`src/rtl/ram_scan_pkg.sv`:
```
`default_nettype none
// ============================================================================
//  Module   : ram_scan_pkg
//  Purpose  : Shared constants and FSM state type for the RAM scanner.
//             Holds the default RAM geometry, the checksum width and the
//             PAUSE/RUN state encoding used by m_ram_scanner.
//  Revision : 1.0  initial release
// ============================================================================
package ram_scan_pkg;

    // Default RAM geometry (64 x 4) and checksum width
    localparam int unsigned c_adr_w_dflt = 6;
    localparam int unsigned c_dat_w_dflt = 4;
    localparam int unsigned c_chk_w      = 8;

    // Scanner state, explicitly one bit wide
    typedef enum logic [0:0] {
        S_PAUSE = 1'b0,
        S_RUN   = 1'b1
    } state_t;

endpackage : ram_scan_pkg
`default_nettype wire

```
`src/rtl/m_rise_detect.sv`:
```
`default_nettype none
// ============================================================================
//  Module   : m_rise_detect
//  Purpose  : One-cycle pulse on a 0->1 transition of a debounced level.
//             The history register is cleared by reset, and the detector
//             stays disarmed for the first cycle after reset so a button
//             held through reset does not generate an edge.
//  Ports    : clk    in   system clock
//             rst    in   synchronous active-high reset
//             i_lvl  in   debounced level
//             o_rise out  1-cycle pulse on rising edge of i_lvl
//  Revision : 1.0  initial release
// ============================================================================
module m_rise_detect (
    input  logic clk,
    input  logic rst,
    input  logic i_lvl,
    output logic o_rise
);

    logic r_hist;
    logic r_arm;

    always_ff @(posedge clk) begin
        if (rst) begin
            r_hist <= 1'b0;
            r_arm  <= 1'b0;
        end else begin
            r_hist <= i_lvl;
            r_arm  <= 1'b1;
        end
    end

    // r_arm masks the first post-reset cycle, where r_hist is still 0 even
    // if the button was held down during reset.
    assign o_rise = i_lvl & ~r_hist & r_arm;

endmodule : m_rise_detect
`default_nettype wire

```
`src/rtl/m_ram_scanner.sv`:
```
`default_nettype none
// ============================================================================
//  Module   : m_ram_scanner
//  Purpose  : Reader side of the switch-written RAM. Walks the RAM address
//             space and presents registered address/data to the display
//             path. Modes: auto-run at a fixed tick rate, pause,
//             single-step and direct load.
//  Config   : RAM_SCAN_CHECKSUM_EN - when defined, an 8-bit sweep checksum
//             is accumulated and published on every wrap (chk_sum/chk_vld);
//             when undefined both outputs are tied to 0.
//  Ports    : clk        in   system clock
//             rst        in   synchronous active-high reset
//             btn_run    in   debounced level, rise toggles RUN/PAUSE
//             btn_step   in   debounced level, rise steps one address in PAUSE
//             load_en    in   level, forces address to load_adr, enters PAUSE
//             load_adr   in   address to load
//             ram_adr    out  RAM asynchronous read address
//             ram_rdata  in   RAM read data (combinational from ram_adr)
//             cur_adr    out  displayed address (registered)
//             cur_data   out  displayed data (registered)
//             data_vld   out  cur_data corresponds to the settled address
//             running    out  1 while in RUN
//             sweep_done out  1-cycle pulse when the address wraps to 0
//             chk_sum    out  sweep checksum
//             chk_vld    out  chk_sum valid
//  Revision : 1.0  initial release
// ============================================================================
module m_ram_scanner
    import ram_scan_pkg::*;
#(
    parameter int unsigned ADR_W    = c_adr_w_dflt,
    parameter int unsigned DAT_W    = c_dat_w_dflt,
    parameter int unsigned TICK_DIV = 25_000_000
) (
    input  logic               clk,
    input  logic               rst,
    input  logic               btn_run,
    input  logic               btn_step,
    input  logic               load_en,
    input  logic [ADR_W-1:0]   load_adr,
    output logic [ADR_W-1:0]   ram_adr,
    input  logic [DAT_W-1:0]   ram_rdata,
    output logic [ADR_W-1:0]   cur_adr,
    output logic [DAT_W-1:0]   cur_data,
    output logic               data_vld,
    output logic               running,
    output logic               sweep_done,
    output logic [c_chk_w-1:0] chk_sum,
    output logic               chk_vld
);

    localparam int unsigned         c_tick_w    = $clog2(TICK_DIV);
    localparam logic [c_tick_w-1:0] c_tick_last = c_tick_w'(TICK_DIV - 1);
    localparam logic [ADR_W-1:0]    c_adr_last  = '1;

    logic                w_run_rise;
    logic                w_step_rise;

    state_t              r_state;
    state_t              w_state_nxt;
    logic [c_tick_w-1:0] r_tick;
    logic [c_tick_w-1:0] w_tick_nxt;
    logic [ADR_W-1:0]    r_adr;
    logic [ADR_W-1:0]    w_adr_nxt;
    logic                w_adv;
    logic                w_wrap;

    logic [ADR_W-1:0]    r_cur_adr;
    logic [DAT_W-1:0]    r_cur_data;
    logic                r_data_vld;
    logic                r_sweep_done;

    // ------------------------------------------------------------------
    // Button edge detectors
    // ------------------------------------------------------------------
    m_rise_detect u_run_edge (
        .clk    (clk),
        .rst    (rst),
        .i_lvl  (btn_run),
        .o_rise (w_run_rise)
    );

    m_rise_detect u_step_edge (
        .clk    (clk),
        .rst    (rst),
        .i_lvl  (btn_step),
        .o_rise (w_step_rise)
    );

    // ------------------------------------------------------------------
    // State register
    // ------------------------------------------------------------------
    always_ff @(posedge clk) begin
        if (rst) begin
            r_state <= S_PAUSE;
        end else begin
            r_state <= w_state_nxt;
        end
    end

    // ------------------------------------------------------------------
    // Next state, prescaler and address advance.
    // Priority: load_en > run toggle > step/tick advance. A run edge
    // coinciding with a step edge toggles only.
    // ------------------------------------------------------------------
    always_comb begin
        w_state_nxt = r_state;
        w_tick_nxt  = r_tick;
        w_adr_nxt   = r_adr;
        w_adv       = 1'b0;
        w_wrap      = 1'b0;

        if (load_en) begin
            w_state_nxt = S_PAUSE;
            w_tick_nxt  = '0;
            w_adr_nxt   = load_adr;
        end else if (w_run_rise) begin
            w_state_nxt = (r_state == S_RUN) ? S_PAUSE : S_RUN;
            w_tick_nxt  = '0;
        end else if (r_state == S_RUN) begin
            if (r_tick == c_tick_last) begin
                w_tick_nxt = '0;
                w_adv      = 1'b1;
            end else begin
                w_tick_nxt = r_tick + c_tick_w'(1);
            end
        end else if (w_step_rise) begin
            w_adv = 1'b1;
        end

        if (w_adv) begin
            w_adr_nxt = r_adr + ADR_W'(1);
            w_wrap    = (r_adr == c_adr_last);
        end
    end

    // ------------------------------------------------------------------
    // Datapath registers
    // ------------------------------------------------------------------
    always_ff @(posedge clk) begin
        if (rst) begin
            r_tick       <= '0;
            r_adr        <= '0;
            r_cur_adr    <= '0;
            r_cur_data   <= '0;
            r_data_vld   <= 1'b0;
            r_sweep_done <= 1'b0;
        end else begin
            r_tick       <= w_tick_nxt;
            r_adr        <= w_adr_nxt;
            r_cur_adr    <= r_adr;
            r_cur_data   <= ram_rdata;
            // While r_adr holds a freshly changed value the display
            // registers still show the previous address.
            r_data_vld   <= (w_adr_nxt == r_adr);
            r_sweep_done <= w_wrap;
        end
    end

    assign ram_adr    = r_adr;
    assign cur_adr    = r_cur_adr;
    assign cur_data   = r_cur_data;
    assign data_vld   = r_data_vld;
    assign running    = (r_state == S_RUN);
    assign sweep_done = r_sweep_done;

    // ------------------------------------------------------------------
    // Optional sweep checksum
    // ------------------------------------------------------------------
`ifdef RAM_SCAN_CHECKSUM_EN
    logic [c_chk_w-1:0] r_acc;
    logic [c_chk_w-1:0] r_chk_sum;
    logic               r_chk_vld;
    logic               r_clean;     // current sweep started at 0 with no load
    logic [c_chk_w-1:0] w_dat_ext;

    assign w_dat_ext = c_chk_w'(ram_rdata);

    always_ff @(posedge clk) begin
        if (rst) begin
            r_acc     <= '0;
            r_chk_sum <= '0;
            r_chk_vld <= 1'b0;
            r_clean   <= 1'b1;
        end else if (load_en) begin
            r_acc     <= '0;
            r_chk_vld <= 1'b0;
            r_clean   <= 1'b0;
        end else if (w_wrap) begin
            // Data still belongs to the last address of the sweep here.
            if (r_clean) begin
                r_chk_sum <= r_acc + w_dat_ext;
                r_chk_vld <= 1'b1;
            end
            r_acc   <= '0;
            r_clean <= 1'b1;
        end else if (w_adv) begin
            r_acc <= r_acc + w_dat_ext;
        end
    end

    assign chk_sum = r_chk_sum;
    assign chk_vld = r_chk_vld;
`else
    assign chk_sum = '0;
    assign chk_vld = 1'b0;
`endif

endmodule : m_ram_scanner
`default_nettype wire

```
`config.mk`:
```
export PLATFORM = sky130hd
export DESIGN_NAME = m_ram_scanner
export DESIGN_NICKNAME = d
export VERILOG_FILES = /design/src/rtl/ram_scan_pkg.sv /design/src/rtl/m_rise_detect.sv /design/src/rtl/m_ram_scanner.sv
export SDC_FILE = /design/constraint.sdc
export NUM_CORES = 1
export LEC_CHECK = 0
export CAP_MARGIN = 10
export CELL_PAD_IN_SITES_DETAIL_PLACEMENT = 0
export CELL_PAD_IN_SITES_GLOBAL_PLACEMENT = 1
export CORE_MARGIN = 10
export CORE_UTILIZATION = 35
export CTS_CLUSTER_DIAMETER = 40
export DETAILED_ROUTE_END_ITERATION = 16
export PLACE_DENSITY = 0.78
export SLEW_MARGIN = 20
export SYNTH_ARGS = -nofsm -noshare
export SYNTH_HDL_FRONTEND = slang
export SYNTH_HIERARCHICAL = 1
export SYNTH_SLANG_ARGS = --single-unit
```
`constraint.sdc`:
```
create_clock -name clk -period 1.8 [get_ports clk]
set_input_delay 0.36 -clock clk [delete_from_list [all_inputs] [get_ports clk]]
set_output_delay 0.36 -clock clk [all_outputs]
set_load 0.01 [all_outputs]
```
==> results of run 1 <==
-- worst max path at each step --
stage	from	endpoint
5_1_grt	r_tick[6]	ram_adr[5]
4_1_cts	running	running
6_report	r_tick[6]	ram_adr[3]
3_3_place_gp	btn_run	ram_adr[1]
3_5_place_dp	btn_run	ram_adr[1]
2_1_floorplan	r_tick[6]	r_tick[21]
-- layer usage --
| layer | vias to the layer above | GRT usage, % |
|---|---|---|
| li1 | 1006 | - |
| met1 | 895 | 13.6 |
| met3 | 6 | 2.13 |
| met4 | 0 | 4.18 |
| met2 | 26 | 17.0 |
| met5 | - | 0 |
-- critical path: cells and delay by family, from the launching register on --
| family | cells | cell delay [ns] |
|---|---|---|
| AOI/OAI and AO/OA | 3 | 0.65 |
| buffers and inverters | 1 | 0.14 |
| DFF | 1 | 0.37 |
| and+or+nand+nor | 2 | 0.47 |
-- Yosys cell counts (all sizes together) --
library cell and n:
a311oi 3, conb 1, and3b 2, dfxtp 48
o2bb2ai 1, a311o 1, nor4 2, inv 9
and2 4, or3 1, o21ai 5, buf 11
nand2b 2, ha 2, nand3 7, nor4b 4
clkbuf 5, a21oi 3, xnor2 17, nor3b 3
nand4 11, mux2 1, mux2i 1, o221a 1
nor3 8, or2 3, and3 9, a2111oi 3
a211oi 3, a31oi 4, or3b 1, nor2b 13
and4 6, nand2 15, nor4bb 1, xor2 9
nor2 31, nand3b 2, o31ai 1
-- power groups by stage --
stage	clock, mW	combinational [mW]	sequential (mW)
after floorplan	0	0.106	1.14
after global placement	0	0.214	1.13
after detailed placement	0	0.216	1.13
after CTS	0.716	0.217	1.11
after global routing	0.769	0.240	1.11
final	0.683	0.220	1.11
-- stage by stage --
step / power (mW) / area (um^2)
global placement: 1.35 / 2930
finish: 2.01 / 3090
detailed placement: 1.35 / 2930
CTS: 2.04 / 3030
global route: 2.12 / 3090
floorplan: 1.25 / 2330
-- area by class of cell --
cell class | instances | area [um^2]
tap | 77 | 96.3
timing repair buffer | 69 | 619
clock buffer | 6 | 82.6
inverter | 9 | 33.8
sequential | 48 | 971
fill | 615 | 3300
multi-input combinational | 189 | 1270
clock inverter | 2 | 13.8
-- flip-flops by register name, indices dropped and copies added (netlist names) --
| register | flops |
|---|---|
| cur_adr | 6 |
| cur_data | 4 |
| data_vld | 1 |
| r_tick | 25 |
| ram_adr | 6 |
| running | 1 |
| sweep_done | 1 |
| u_run_edge/r_arm | 1 |
| u_run_edge/r_hist | 1 |
| u_step_edge/r_arm | 1 |
| u_step_edge/r_hist | 1 |
-- kinds of logic after synthesis --
logic type / Yosys count / synth area share, %
buf+inv: 25 / 5.87
flops: 48 / 41.7
xor+xnor: 26 / 9.89
simple gates: 125 / 31.4
compound gates: 25 / 8.96
fa+ha+maj: 2 / 1.09
mux: 2 / 0.923
other cells: 1 / 0.163
-- repair_timing --
item	in CTS	in global routing
gates resized for setup	1	13
pin swaps	1	6
hold buffers	0	0
setup endpoints to repair	2	28
setup buffers	0	1
==> results.ini, run 1 <==
[outcome]
status=finished clean

[clock_tree]
cts_buffers=5
cts_tree=done
cts.sinks=48
cts-root-buf=clkbuf_8
path_clk_slew_ns=0.09
cts_htree_levels=2
insertion_delay_ns=0.30
cts_max_path_buffers=2

[finish]
area_growth_pct=34.1
final_util_pct=48.4
instances_no_fill=400
nets=339
num_antenna_cells=0
drive_gt1_share_pct=21.1
mostFrequentLayoutCells=42 x dfxtp_1, 34 x buf_4, 32 x clkdlybuf4s50_1
final_common_cell=dfxtp_1

[drt]
vias=1933
wl_met1_um=2610
finalWirelength_um=5390
antenna_left=0
dr_wl_met3_um=172
drt_iter0_markers=89
top_layer=met4
routed-wl-met2_um=2530
viasPerCell=4.83
routedWlPerCell_um=13.5
drc=0
drtPass1Iterations=4

[power]
vdd_drop_max_uv=487
pwr-share-comb_pct=11.0
seq_power_share_pct=55.1
intPower_mw=1.52
leakage_nw=1.14
p_sw_share_pct=24.2
powerDensity_nw_per_um2=651
clockPowerShare_pct=34.0
power_switching_uw=487

[timing]
timing.fmax_mhz=574
rsz0062_at_grt=yes
fin_crit_sh_pct=96.7
slew_violations=0
skew_ns=0.00693
period_minus_slack_ns=1.74
setup_viol=0
hold_violations=0
worst_slack_ns=0.0591
whs_ns=0.519
finalSetupTns_ns=0

[yosys]
synth.avg_cell_area_um2=9.07
synth_cells=254
synth_top_area_cell=dfxtp_1
synth_area_leaders=dfxtp_1 42%, xnor2_1 6.5%, nor2_1 5.1%
ys_types=49
synth-seq-cells=48
syn-cell-area_um2=2300
yosysWarningCount=6
yosysTopAreaCellShare_pct=41.7
synth_seq_area_share_pct=41.7

[floorplanning]
boundaryPins=43
die_h_um=101
rows=29
core_um2=6390
dieArea_um2=10200
dieWidth_um=101
start_util_pct=36.1

[critical_path]
cp_max_fo=4
critPathRequiredTime_ns=1.99
cp_slowest_cell=dfxtp_4
worstReg2RegStart=r_tick[6]
max_stage_delay_ns=0.37
r2r_setup_slack_ns=0.06
worst-setup-path-type=reg -> reg
reg2reg_depth=6
critPathCaptureType=flip-flop
critPathArrivalTime_ns=1.93
cp_cell_sequence=nor4b_4, nand4_4, o31ai_4, buf_6, a311oi_1, a2111oi_1
reg2reg_to=ram_adr[3]
setup.worst_path.start_class=flip-flop

[placed_design]
finalWeightedCongestion=0.751
dp_cells=391
dp_slack_ns=-0.233
hpwl_um=4140
port-buffer-count=33

[grt]
grt_max_degree=24
grt_pass1_wl_um=9050
antenna_found_initial=0
grt_pass1_vias=1941
overflow=0
gr-usage-all-layers_pct=10.6

[worst_hold_path]
hold_end=r_tick[1]
hp-start=r_tick[1]
whs_path_depth=2
holdCritPathClass=reg -> reg

[run]
cap_violations=0

Note: power is estimated with default switching activity, not from simulation.
==> run 2: changes to the inputs <==
- REMOVE_ABC_BUFFERS: not set -> 1
==> run 2 against run 1 <==
Clock skew is 0.0032 ns higher. Critical path depth stayed put. Die area stayed put. Count of clock-buffer cells in the layout is 1 lower. Fmax hardly changed. Cell count is 0.50% higher. Critical endpoint is now ram_adr[5]. Register-to-register slack hardly changed. Worst hold slack worse by 0.22 ns. First-iteration DRC count is 29% lower.
==> results.ini, run 2 (synthesized netlist as in run 1, its figures left out) <==
[placed_design]
place_area_um2=2940  ; +0.26%
hpwl_um=4160  ; +0.53%
finalWeightedCongestion=0.855  ; +14%
dp_cells=392  ; +0.26%
port-buffer-count=33  ; unchanged

[finish]
nets=341  ; +0.59%
drive_gt1_share_pct=24.0  ; +2.9 points
mostFrequentLayoutCells=39 x dfxtp_1, 37 x buf_4, 31 x nor2_1, 31 x clkdlybuf4s50_1, 17 x xnor2_1
largest_reg_flops=25  ; unchanged
num_antenna_cells=0  ; unchanged
final_common_cell=dfxtp_1
top_register=r_tick
final_area_um2=3140  ; +1.7%
area_growth_pct=36.3
instances_no_fill=402  ; +0.50%

[run]
cap_violations=0  ; unchanged

[critical_path]
setup.worst_path.start_class=flip-flop
cp_max_fo=4  ; unchanged
cp_cell_sequence=nor4b_4, nand4_2, o31ai_4, buf_12, a311oi_1, a2111oi_1
reg2reg_depth=6  ; unchanged
cp_slowest_cell=dfxtp_2
critPathRequiredTime_ns=1.99  ; about the same
worst-setup-path-type=reg -> reg
max_stage_delay_ns=0.36  ; about the same
r2r_setup_slack_ns=0.06  ; about the same
critPathCaptureType=flip-flop
critPathArrivalTime_ns=1.93  ; about the same

[clock_tree]
cts_htree_levels=2  ; unchanged
cts.sinks=48  ; unchanged
path_clk_slew_ns=0.10  ; about the same
insertion_delay_ns=0.31  ; about the same
cts_buffers=5  ; unchanged
cts-root-buf=clkbuf_8
cts_max_path_buffers=2  ; unchanged
cts_tree=done

[timing]
hold_violations=0  ; unchanged
fin_crit_sh_pct=96.6  ; about the same
skew_ns=0.0101  ; +0.00318 ns
setup_viol=0  ; unchanged
finalSetupTns_ns=0  ; unchanged
slew_violations=0  ; unchanged
timing.fmax_mhz=575  ; about the same
rsz0062_at_grt=yes
period_minus_slack_ns=1.74  ; -0.00171 ns

[drt]
drc=0  ; unchanged
drtPass1Iterations=4  ; unchanged
vias=1952  ; +0.98%
routedWlPerCell_um=13.7  ; +1.7%
antenna_left=0  ; unchanged
dr_wl_met3_um=165  ; -4.1%
wl_met1_um=2650  ; +1.3%
drt_iter0_markers=63  ; -29%
routed-wl-met2_um=2610  ; +3.5%
viasPerCell=4.86  ; +0.48%
top_layer=met4
finalWirelength_um=5510  ; +2.2%

[floorplanning]
dieArea_um2=10200  ; unchanged
start_util_pct=36.1  ; unchanged
dieWidth_um=101  ; unchanged
core_um2=6390  ; unchanged
rows=29  ; unchanged
boundaryPins=43  ; unchanged
die_h_um=101  ; unchanged

[power]
leakage_nw=1.17  ; +2.2%
powerDensity_nw_per_um2=678  ; +4.1%
vdd_drop_max_uv=402  ; -17%

[worst_hold_path]
whs_path_depth=2  ; unchanged
holdCritPathClass=in -> reg

[grt]
overflow=0  ; unchanged
grt_pass1_vias=1909  ; -1.6%
gr-usage-all-layers_pct=10.8  ; +0.19 points
grt_pass1_wl_um=9090  ; +0.39%
antenna_found_initial=0  ; unchanged
grt_max_degree=17  ; -29%

[outcome]
status=finished clean

[run 2: repair_timing]
| action | 4_1_cts | 5_1_grt |
|---|---|---|
| endpoints found under the setup margin | 4 | 29 |
| gates cloned | 0 | 0 |
| gates resized for setup | 3 | 20 |
| pin swaps | 2 | 5 |
| hold buffers | 0 | 0 |
| hold endpoints to repair | 0 | 0 |
| buffers inserted | 0 | 2 |
[run 2: per-layer routing]
metal  vias to the layer above  GRT usage, %
met3                         6          2.54
met5                         -             0
met4                         0          4.18
li1                       1008             -
met1                       918          14.1
met2                        20          16.7
[run 2: final timing paths]
check / from / end
hold / removal: btn_run / u_run_edge/r_hist
setup reg to reg: r_tick[6] / ram_adr[5]
hold reg to reg: r_tick[14] / r_tick[14]
setup / recovery: r_tick[6] / ram_adr[5]
[run 2: through the flow]
| stage | setup slack (ns) | total power [mW] | hold slack [ns] | utilization, % |
|---|---|---|---|---|
| global placement | -0.238 | 1.35 | 0.473 | 46.1 |
| detailed placement | -0.326 | 1.35 | 0.478 | 46.1 |
| floorplan | -0.0768 | 1.22 | 0.417 | - |
| global route | -0.0126 | 2.22 | 0.320 | 49.2 |
| finish | 0.0608 | 2.13 | 0.301 | 49.2 |
| CTS | 0.00252 | 2.16 | 0.494 | 47.9 |
[run 2: layout make-up]
cell class,instances,area (um^2)
fillers,639,3250
multi-input cells,189,1290
flip-flops and latches,48,975
repair buffers,71,633
well taps,77,96.3
clock buffers,5,68.8
clock inverters,3,42.5
inverters,9,33.8
[run 2: worst max-delay path: cells and delay by family (launching register included)]
family / cells / cell delay, ns
AOI/OAI and AO/OA: 3 / 0.63
and+or+nand+nor: 2 / 0.49
DFF: 1 / 0.36
buffers and inverters: 1 / 0.14
[run 2: report_power, final]
| group | total [mW] | internal, mW | switching (mW) |
|---|---|---|---|
| Combinational | 0.225 | 0.126 | 0.0991 |
| Clock | 0.794 | 0.412 | 0.383 |
| Sequential | 1.11 | 1.09 | 0.0215 |
